===== src/rtl/updtxq_pkg.sv =====
// updtxq shared types: FSM states, completion status codes, PHY FIFO ACK codes.
package updtxq_pkg;

    typedef enum logic [2:0] {
        S_IDLE,
        S_LOAD,
        S_TXWAIT,
        S_CRCWAIT,
        S_RETRY,
        S_DONE
    } state_t;

    localparam logic [1:0] STA_OK      = 2'd0;
    localparam logic [1:0] STA_NOGDCRC = 2'd1;
    localparam logic [1:0] STA_ABORT   = 2'd2;
    localparam logic [1:0] STA_ERR     = 2'd3;

    localparam logic [1:0] FF_ACK = 2'd1;
    localparam logic [1:0] FF_NAK = 2'd2;

endpackage


===== src/rtl/updtxq_tmr.sv =====
// GoodCRC wait timer: loadable down-counter; zero pulses on the cycle
// the count steps from 1 to 0.
module updtxq_tmr #(
    parameter int TMR_NBT = 10
) (
    input  logic               clk,
    input  logic               srst,
    input  logic               load,
    input  logic [TMR_NBT-1:0] ldval,
    input  logic               dec,
    output logic               zero
);

    logic [TMR_NBT-1:0] cnt;

    always_ff @(posedge clk or posedge srst) begin
        if (srst) begin
            cnt <= '0;
        end else if (load) begin
            cnt <= ldval;
        end else if (dec && cnt != '0) begin
            cnt <= cnt - TMR_NBT'(1);
        end
    end

    assign zero = dec && (cnt == TMR_NBT'(1));

endmodule


===== src/rtl/updtxq.sv =====
// USBPD TX message queue with GoodCRC retry control.
// Build option: UPDTXQ_RXABORT_EN makes i_rxact abort LOAD/TXWAIT/RETRY.
module updtxq
    import updtxq_pkg::*;
#(
    parameter int MAX_LEN   = 30,
    parameter int LEN_NBT   = 5,
    parameter int RETRY_MAX = 2,
    parameter int CRC_TMO   = 900,
    parameter int TMR_NBT   = 10
) (
    input  logic               clk,
    input  logic               srst,
    input  logic               i_start,
    input  logic [LEN_NBT-1:0] i_len,
    input  logic               i_abort,
    output logic [LEN_NBT-1:0] o_badr,
    input  logic [7:0]         i_bdat,
    output logic               o_busy,
    output logic               o_done,
    output logic [1:0]         o_sta,
    output logic [1:0]         o_rtycnt,
    output logic               o_fifopsh,
    output logic [7:0]         o_wdat,
    output logic               o_first,
    output logic               o_last,
    output logic               o_fiforst,
    input  logic [1:0]         i_ffack,
    input  logic               i_fffull,
    input  logic               i_txack,
    input  logic               i_gdcrc,
    input  logic               i_ccidle,
    input  logic               i_rxact
);

    localparam logic [TMR_NBT-1:0] TMO_LD  = TMR_NBT'(CRC_TMO);
    localparam logic [LEN_NBT-1:0] LEN_MAX = LEN_NBT'(MAX_LEN);
    localparam logic [1:0]         RTY_MAX = 2'(RETRY_MAX);

    state_t             state, state_nxt;
    logic [LEN_NBT-1:0] len_q, len_nxt;
    logic [LEN_NBT-1:0] badr_q, badr_nxt;
    logic [1:0]         rty_q, rty_nxt;
    logic [1:0]         sta_q, sta_nxt;
    logic [1:0]         rtyo_q, rtyo_nxt;
    logic               frst_q, frst_nxt;
    logic               abort, nak, push, tmr_ld, tmr_zero;
    logic               fin;
    logic [1:0]         fin_sta;

`ifdef UPDTXQ_RXABORT_EN
    assign abort = i_abort
                || (i_rxact && (state == S_LOAD
                             || state == S_TXWAIT
                             || state == S_RETRY));
`else
    logic unused_rxact;
    assign unused_rxact = i_rxact;
    assign abort = i_abort;
`endif

    assign nak = (i_ffack == FF_NAK);

    updtxq_tmr #(
        .TMR_NBT (TMR_NBT)
    ) u_tmr (
        .clk   (clk),
        .srst  (srst),
        .load  (tmr_ld),
        .ldval (TMO_LD),
        .dec   (state == S_CRCWAIT),
        .zero  (tmr_zero)
    );

    always_ff @(posedge clk or posedge srst) begin
        if (srst) begin
            state  <= S_IDLE;
            len_q  <= '0;
            badr_q <= '0;
            rty_q  <= '0;
            sta_q  <= STA_OK;
            rtyo_q <= '0;
            frst_q <= 1'b0;
        end else begin
            state  <= state_nxt;
            len_q  <= len_nxt;
            badr_q <= badr_nxt;
            rty_q  <= rty_nxt;
            sta_q  <= sta_nxt;
            rtyo_q <= rtyo_nxt;
            frst_q <= frst_nxt;
        end
    end

    always_comb begin
        state_nxt = state;
        len_nxt   = len_q;
        badr_nxt  = badr_q;
        rty_nxt   = rty_q;
        sta_nxt   = sta_q;
        rtyo_nxt  = rtyo_q;
        frst_nxt  = 1'b0;
        push      = 1'b0;
        tmr_ld    = 1'b0;
        fin       = 1'b0;
        fin_sta   = STA_OK;
        unique case (state)
            S_IDLE: begin
                if (i_start) begin
                    rty_nxt = '0;
                    if (i_len == '0 || i_len > LEN_MAX) begin
                        fin     = 1'b1;
                        fin_sta = STA_ERR;
                    end else begin
                        len_nxt   = i_len;
                        badr_nxt  = '0;
                        state_nxt = S_LOAD;
                    end
                end
            end
            S_LOAD: begin
                if (abort) begin
                    fin      = 1'b1;
                    fin_sta  = STA_ABORT;
                    frst_nxt = 1'b1;
                end else if (nak) begin
                    fin      = 1'b1;
                    fin_sta  = STA_ERR;
                    frst_nxt = 1'b1;
                end else if (!i_fffull) begin
                    push = 1'b1;
                    if (badr_q == len_q - LEN_NBT'(1)) begin
                        state_nxt = S_TXWAIT;
                    end else begin
                        badr_nxt = badr_q + LEN_NBT'(1);
                    end
                end
            end
            S_TXWAIT: begin
                if (abort) begin
                    fin      = 1'b1;
                    fin_sta  = STA_ABORT;
                    frst_nxt = 1'b1;
                end else if (nak) begin
                    fin      = 1'b1;
                    fin_sta  = STA_ERR;
                    frst_nxt = 1'b1;
                end else if (i_txack) begin
                    tmr_ld    = 1'b1;
                    state_nxt = S_CRCWAIT;
                end
            end
            S_CRCWAIT: begin
                if (abort) begin
                    fin      = 1'b1;
                    fin_sta  = STA_ABORT;
                    frst_nxt = 1'b1;
                end else if (i_gdcrc) begin
                    fin     = 1'b1;
                    fin_sta = STA_OK;
                end else if (tmr_zero) begin
                    if (rty_q < RTY_MAX) begin
                        rty_nxt   = rty_q + 2'd1;
                        frst_nxt  = 1'b1;
                        state_nxt = S_RETRY;
                    end else begin
                        fin     = 1'b1;
                        fin_sta = STA_NOGDCRC;
                    end
                end
            end
            S_RETRY: begin
                if (abort) begin
                    fin      = 1'b1;
                    fin_sta  = STA_ABORT;
                    frst_nxt = 1'b1;
                end else if (i_ccidle) begin
                    badr_nxt  = '0;
                    state_nxt = S_LOAD;
                end
            end
            S_DONE: begin
                state_nxt = S_IDLE;
            end
            default: begin
                state_nxt = S_IDLE;
            end
        endcase
        // Status and retry count latch together on every completion.
        if (fin) begin
            state_nxt = S_DONE;
            sta_nxt   = fin_sta;
            rtyo_nxt  = rty_nxt;
        end
    end

    assign o_badr    = badr_q;
    assign o_busy    = (state == S_LOAD) || (state == S_TXWAIT)
                    || (state == S_CRCWAIT) || (state == S_RETRY);
    assign o_done    = (state == S_DONE);
    assign o_sta     = sta_q;
    assign o_rtycnt  = rtyo_q;
    assign o_fifopsh = push;
    assign o_wdat    = push ? i_bdat : 8'h00;
    assign o_first   = push && (badr_q == '0);
    assign o_last    = push && (badr_q == len_q - LEN_NBT'(1));
    assign o_fiforst = frst_q;

endmodule


===== config.mk =====
export PLATFORM = sky130hd
export DESIGN_NAME = updtxq
export DESIGN_NICKNAME = d
export VERILOG_FILES = /design/src/rtl/updtxq_pkg.sv /design/src/rtl/updtxq_tmr.sv /design/src/rtl/updtxq.sv
export SDC_FILE = /design/constraint.sdc
export NUM_CORES = 1
export LEC_CHECK = 0
export ABC_AREA = 1
export CORE_UTILIZATION = 32
export DETAILED_ROUTE_END_ITERATION = 10
export GPL_TIMING_DRIVEN = 0
export SETUP_SLACK_MARGIN = 0.5
export SYNTH_ARGS = -nofsm -noshare
export SYNTH_HDL_FRONTEND = slang
export SYNTH_SLANG_ARGS = --single-unit
export TNS_END_PERCENT = 5

===== constraint.sdc =====
create_clock -name clk -period 1.8 [get_ports clk]
set_input_delay 0.18 -clock clk [delete_from_list [all_inputs] [get_ports clk]]
set_output_delay 0.18 -clock clk [all_outputs]
set_load 0.03 [all_outputs]

# Yosys cells after proc, flatten, opt, wreduce, memory -nomap -nowiden
# Index checks and enable logic that the tools add are counted.
# totals
ff_bits	30
elab_cells	132
# op_classes
n_addsub	4
order_cmp	2
eq_ne	31
mux	68
bitwise_logic	1
n_reduce_logical	18
# op_table
op	count
$mux W3	16
$ne A3 B3 Y1 const B	14
$mux W5	8
$mux W1	24
$mux W2	11
$mux W10	2
$ne A2 B2 Y1 const B	8
$pmux W3 S5	1
$pmux W5 S3	1
$reduce_and A15 Y1	1
$eq A10 B1 Y1 const B	1
$logic_not A5 Y1	2
$reduce_bool A10 Y1	1
$sub A10 B1 Y10 const B	1
$reduce_and A9 Y1	1
$mux W8	1
$pmux W2 S4	1
$eq A3 B2 Y1 const B	2
$eq A3 B3 Y1 const B	2
$add A5 B1 Y5 const B	1
$eq A5 B5 Y1	1
$gt A5 B5 Y1 const B	1
$sub A5 B1 Y5 const B	1
$logic_and A1 B1 Y1	4
15 further kinds	18

# Logic depth before layout (Yosys ltp)
# depth
depth_word	8
ltp_mapped	12

# Hierarchy
# From an unflattened synthesis, not the netlist that was laid out.
# hier_totals
cells_unflattened	361
area_unflattened_um2	2314.7
# by_module_without_submodules
mod	instances	cells_per_inst	area_per_inst_um2
updtxq	1	244	1550.2
updtxq_tmr	1	117	764.5

# Worst setup path after synthesis
# No wires, ideal clock.
# synth_timing
kind	register -> output
start	register state[1]
end	output port o_last
arrival_time_ns	1.854
t_required_ns	1.620
setup_slack_ns	-0.234
stages_incl_launch_ff	7
path_buffers	1
path_cell_list	dfrtp_1 -> buf_4 -> inv_2 -> nand3_4 -> nor3_2 -> inv_2 -> nor2_1
# synth_between
elab_chain_cells	3
# synth_lines
item	line_no	text
start: declaration	updtxq.sv:40	state_t state, state_nxt;
start signal: assignment	updtxq.sv:85	state <= state_nxt;
$eq A3 B1 Y1	updtxq.sv:107	unique case (state)
$mux W1	updtxq.sv:107	
via o_fifopsh	updtxq.sv:23	output logic o_fifopsh,
$logic_and A1 B1 Y1	updtxq.sv:206	assign o_last = push && (badr_q == len_q - LEN_NBT'(1));
end: declaration	updtxq.sv:26	output logic o_last,
# The timed path passes the listed nets, and every way through them passes these cells.

# Final worst setup path
# layout_timing
start	register len_q[0]
end	output port o_last
# layout_between
elab_chain_cells	3
# layout_lines
item	line_no	text
start: declaration	updtxq.sv:41	logic [LEN_NBT-1:0] len_q, len_nxt;
start signal: assignment	updtxq.sv:86	len_q <= len_nxt;
$sub A5 B1 Y5	updtxq.sv:206	
$eq A5 B5 Y1	updtxq.sv:206	
$logic_and A1 B1 Y1	updtxq.sv:206	
# No other way between the ends.

==> reports/results.txt <==
Failing checks -> negative setup slack
Max Slew Vio Count -> 0
Max Buffers Root-to-Sink -> 2
FF+latch area -> 753 µm²
Element type at the critical path end -> primary output
CP Max Fanout -> 2
Power Density -> 1370 nW/µm²
Setup-failing EPs final -> 1
Vias in the first global route -> 2,149
Die W -> 85.3 µm
Status -> complete, but fails checks
Top-count cell post-synth -> nand2_1
Die Ht -> 85.3 µm
Placer Congestion -> 0.836
Routed vias -> 2,199
Unique masters post-synth -> 34
# rows -> 29
Placed insts -> 448
Worst Hold Class -> primary input to asynchronous set/reset pin
I/O Buffers -> 45
Global-route wire length before repair -> 9.60 mm
Number of DRC markers in iteration 0 -> 96
GR Util All Layers -> 16.6%
Remaining Overflow, GRT -> 0
Latest clock arrival within the worst-skew pair -> 0.29 ns
# fillers -> 644
Yosys reg bits -> 30
Initial antenna violation count -> 0
Clk sink count -> 30
Dpl hpwl -> 3.96 mm
Fin crit share -> 101%
IO Count -> 47
Seq/Total Area, Yosys -> 33.8%
Ratio of cells with drive above 1 in the final layout -> 35.0%
Die area -> 7280 µm²
Post-synth net total -> 357
Non-filler cells, final -> 468
Max Freq -> 0.548 GHz
Post-synth EDFFs -> 0
Mapped Cells -> 326
Vias/cell -> 4.70
Startpoint type of the worst setup path -> register
Lkg Pwr -> 1.61 nW
Routed WL -> 5.71 mm
DR DRC count -> 0
Final worst slack -> -0.0240 ns
Async S/R FF share, synth -> 100%
Core area -> 6530 µm²
Clock transition at path regs -> 0.07 ns
Post-synth top area cell -> dfrtp_1
Critical path required time -> 1.62 ns
Syn Area/Cell -> 6.81 µm²
Syn-to-layout area delta -> 50.6%
Slew @ Worst Pin -> 0.677 ns
Initial cell density of the core -> 34.0%
Synth cell count leaders -> nand2_1 (94), nor2_1 (53), inv_1 (45), nand3_1 (32), dfrtp_1 (30)
Max-Slew Margin vs Limit -> 54.7%
Root Driver -> clkbuf_8
Crit path kind -> register to primary output
Post-synth top area share -> 33.8%
Multi-input logic area -> 1600 µm²
Number of diodes -> 0
Syn Std Cell Area -> 2220 µm²
Routing usage on met3 -> 3.60%
Tmin final -> 1.82 ns
Fin. Hold Viols -> 0
Routed Antenna Nets -> 0
Nets -> 421
VDD IR-drop max -> 0.000633 V
Synth warn -> 0
Worst Path Arrival -> 1.64 ns
GR peak layer -> met2
Pin count of the biggest net entering global routing -> 31
Met2 Usage GRT -> 28.4%
Maxcap violations -> 0
Dominant synthesized flop cell -> dfrtp_1
Power, Total -> 0.00460 W
Largest cells by area after synthesis -> dfrtp_1 (34%), nand2_1 (16%), nor2_1 (9.0%)
CTS H-tree lvls -> 2
TritonCTS clock tree -> built
Drt wl/cell -> 12.2 µm
First-pass detailed-route iteration total -> 4
Skew final -> 0.00751 ns
RSZ-0062 raised after global routing -> true
GR met1 Demand/Resource -> 20.9%
CTS buffer count -> 5
==> metrics by stage <==
| step | hold WS [ns] | setup WS (ns) | instance area, µm² | utilization [%] | TNS [ns] |
|---|---|---|---|---|---|
| global route | 0.397 | -0.139 | 3340 | 51.2 | -0.945 |
| detailed placement | 0.464 | -0.639 | 2860 | 43.8 | -7.70 |
| finish | 0.330 | -0.0240 | 3340 | 51.2 | -0.0240 |
| floorplan | 0.271 | 0.0677 | 2310 | - | 0 |
| global placement | 0.464 | -0.604 | 2860 | 43.8 | -7.29 |
| CTS | 0.364 | -0.0441 | 3220 | 49.3 | -0.0441 |
==> logic make-up (layout without fill, tap and decap cells) <==
kind of cell,count (synthesis),count (layout),synth area share (%)
compound gates,19,19,4.62
xor+xnor,5,5,1.97
fa+ha+maj,7,7,3.94
buf+inv,56,121,10.1
flops,30,30,33.8
simple gates,209,209,45.5
==> worst max-delay path, stage by stage, from the launching register on <==
cell     delay [ns]
dfrtp_1        0.39
inv_2          0.09
ha_4           0.21
nand2_2        0.06
inv_2          0.03
nor2_1         0.07
nand2_1        0.06
nor2_2         0.09
nand3_2        0.13
nor2_4         0.10
buf_6          0.13
==> placed cells by master, fill, tap and decap left out, types with 11 or more instances in the layout <==
cell	count
inv_1	37
buf_4	11
clkdlybuf4s50_1	22
inv_2	12
dfrtp_1	28
nor2_1	34
buf_6	13
nand2_1	72
nor2_4	16
nand2_2	20
nand3_1	25
==> registers in the layout, indices dropped and copies added (netlist names) <==
| signal | count |
|---|---|
| o_sta | 2 |
| u_tmr.cnt | 10 |
| o_fiforst | 1 |
| len_q | 5 |
| o_rtycnt | 2 |
| o_badr | 5 |
| state | 3 |
| rty_q | 2 |
==> what timing repair did <==
| item | in CTS | in global routing |
|---|---|---|
| pin swaps | 50 | 53 |
| buffers inserted | 11 | 0 |
| gates cloned | 1 | 0 |
| gates resized for setup | 159 | 36 |
| endpoints found under the hold margin | 0 | 0 |
| hold buffers | 0 | 0 |
| setup endpoints to repair | 83 | 46 |
==> final timing paths <==
kind | startpoint | endpoint | slack (ns) | depth (start not counted)
setup / recovery | len_q[0] | o_last | -0.02 | 10
hold / removal | srst | len_q[1] | 0.33 | 2
setup reg to reg | len_q[0] | o_badr[4] | 0.07 | 13
hold reg to reg | o_sta[0] | o_sta[0] | 0.47 | 2
max in group asynchronous | srst | state[2] | 1.05 | 2
min in group clk | o_sta[0] | o_sta[0] | 0.47 | 2
==> power by group <==
| part | switching (W) | internal [W] | total (W) |
|---|---|---|---|
| clock | 0.000267 | 0.000308 | 0.000575 |
| combinational | 0.00173 | 0.00116 | 0.00289 |
| sequential | 0.000230 | 0.000896 | 0.00113 |
| total | 0.00223 | 0.00237 | 0.00460 |
==> metal layers <==
metal,vias to the layer above,share of wire (%)
met2,41,48
met5,-,0
li1,1140,-
met3,5,4.3
met1,1013,47
met4,0,1.0
==> final cells by class <==
class,count,area share [%]
multi-input cells,240,47.7
repair inverters,1,0.112
clock buffers,7,2.58
inverters,53,6.58
flip-flops and latches,30,22.5
repair buffers,56,16.5
plain buffers,3,0.935
well taps,77,2.88
clock inverters,1,0.150
No activity file was read; power rests on OpenSTA's default activity.
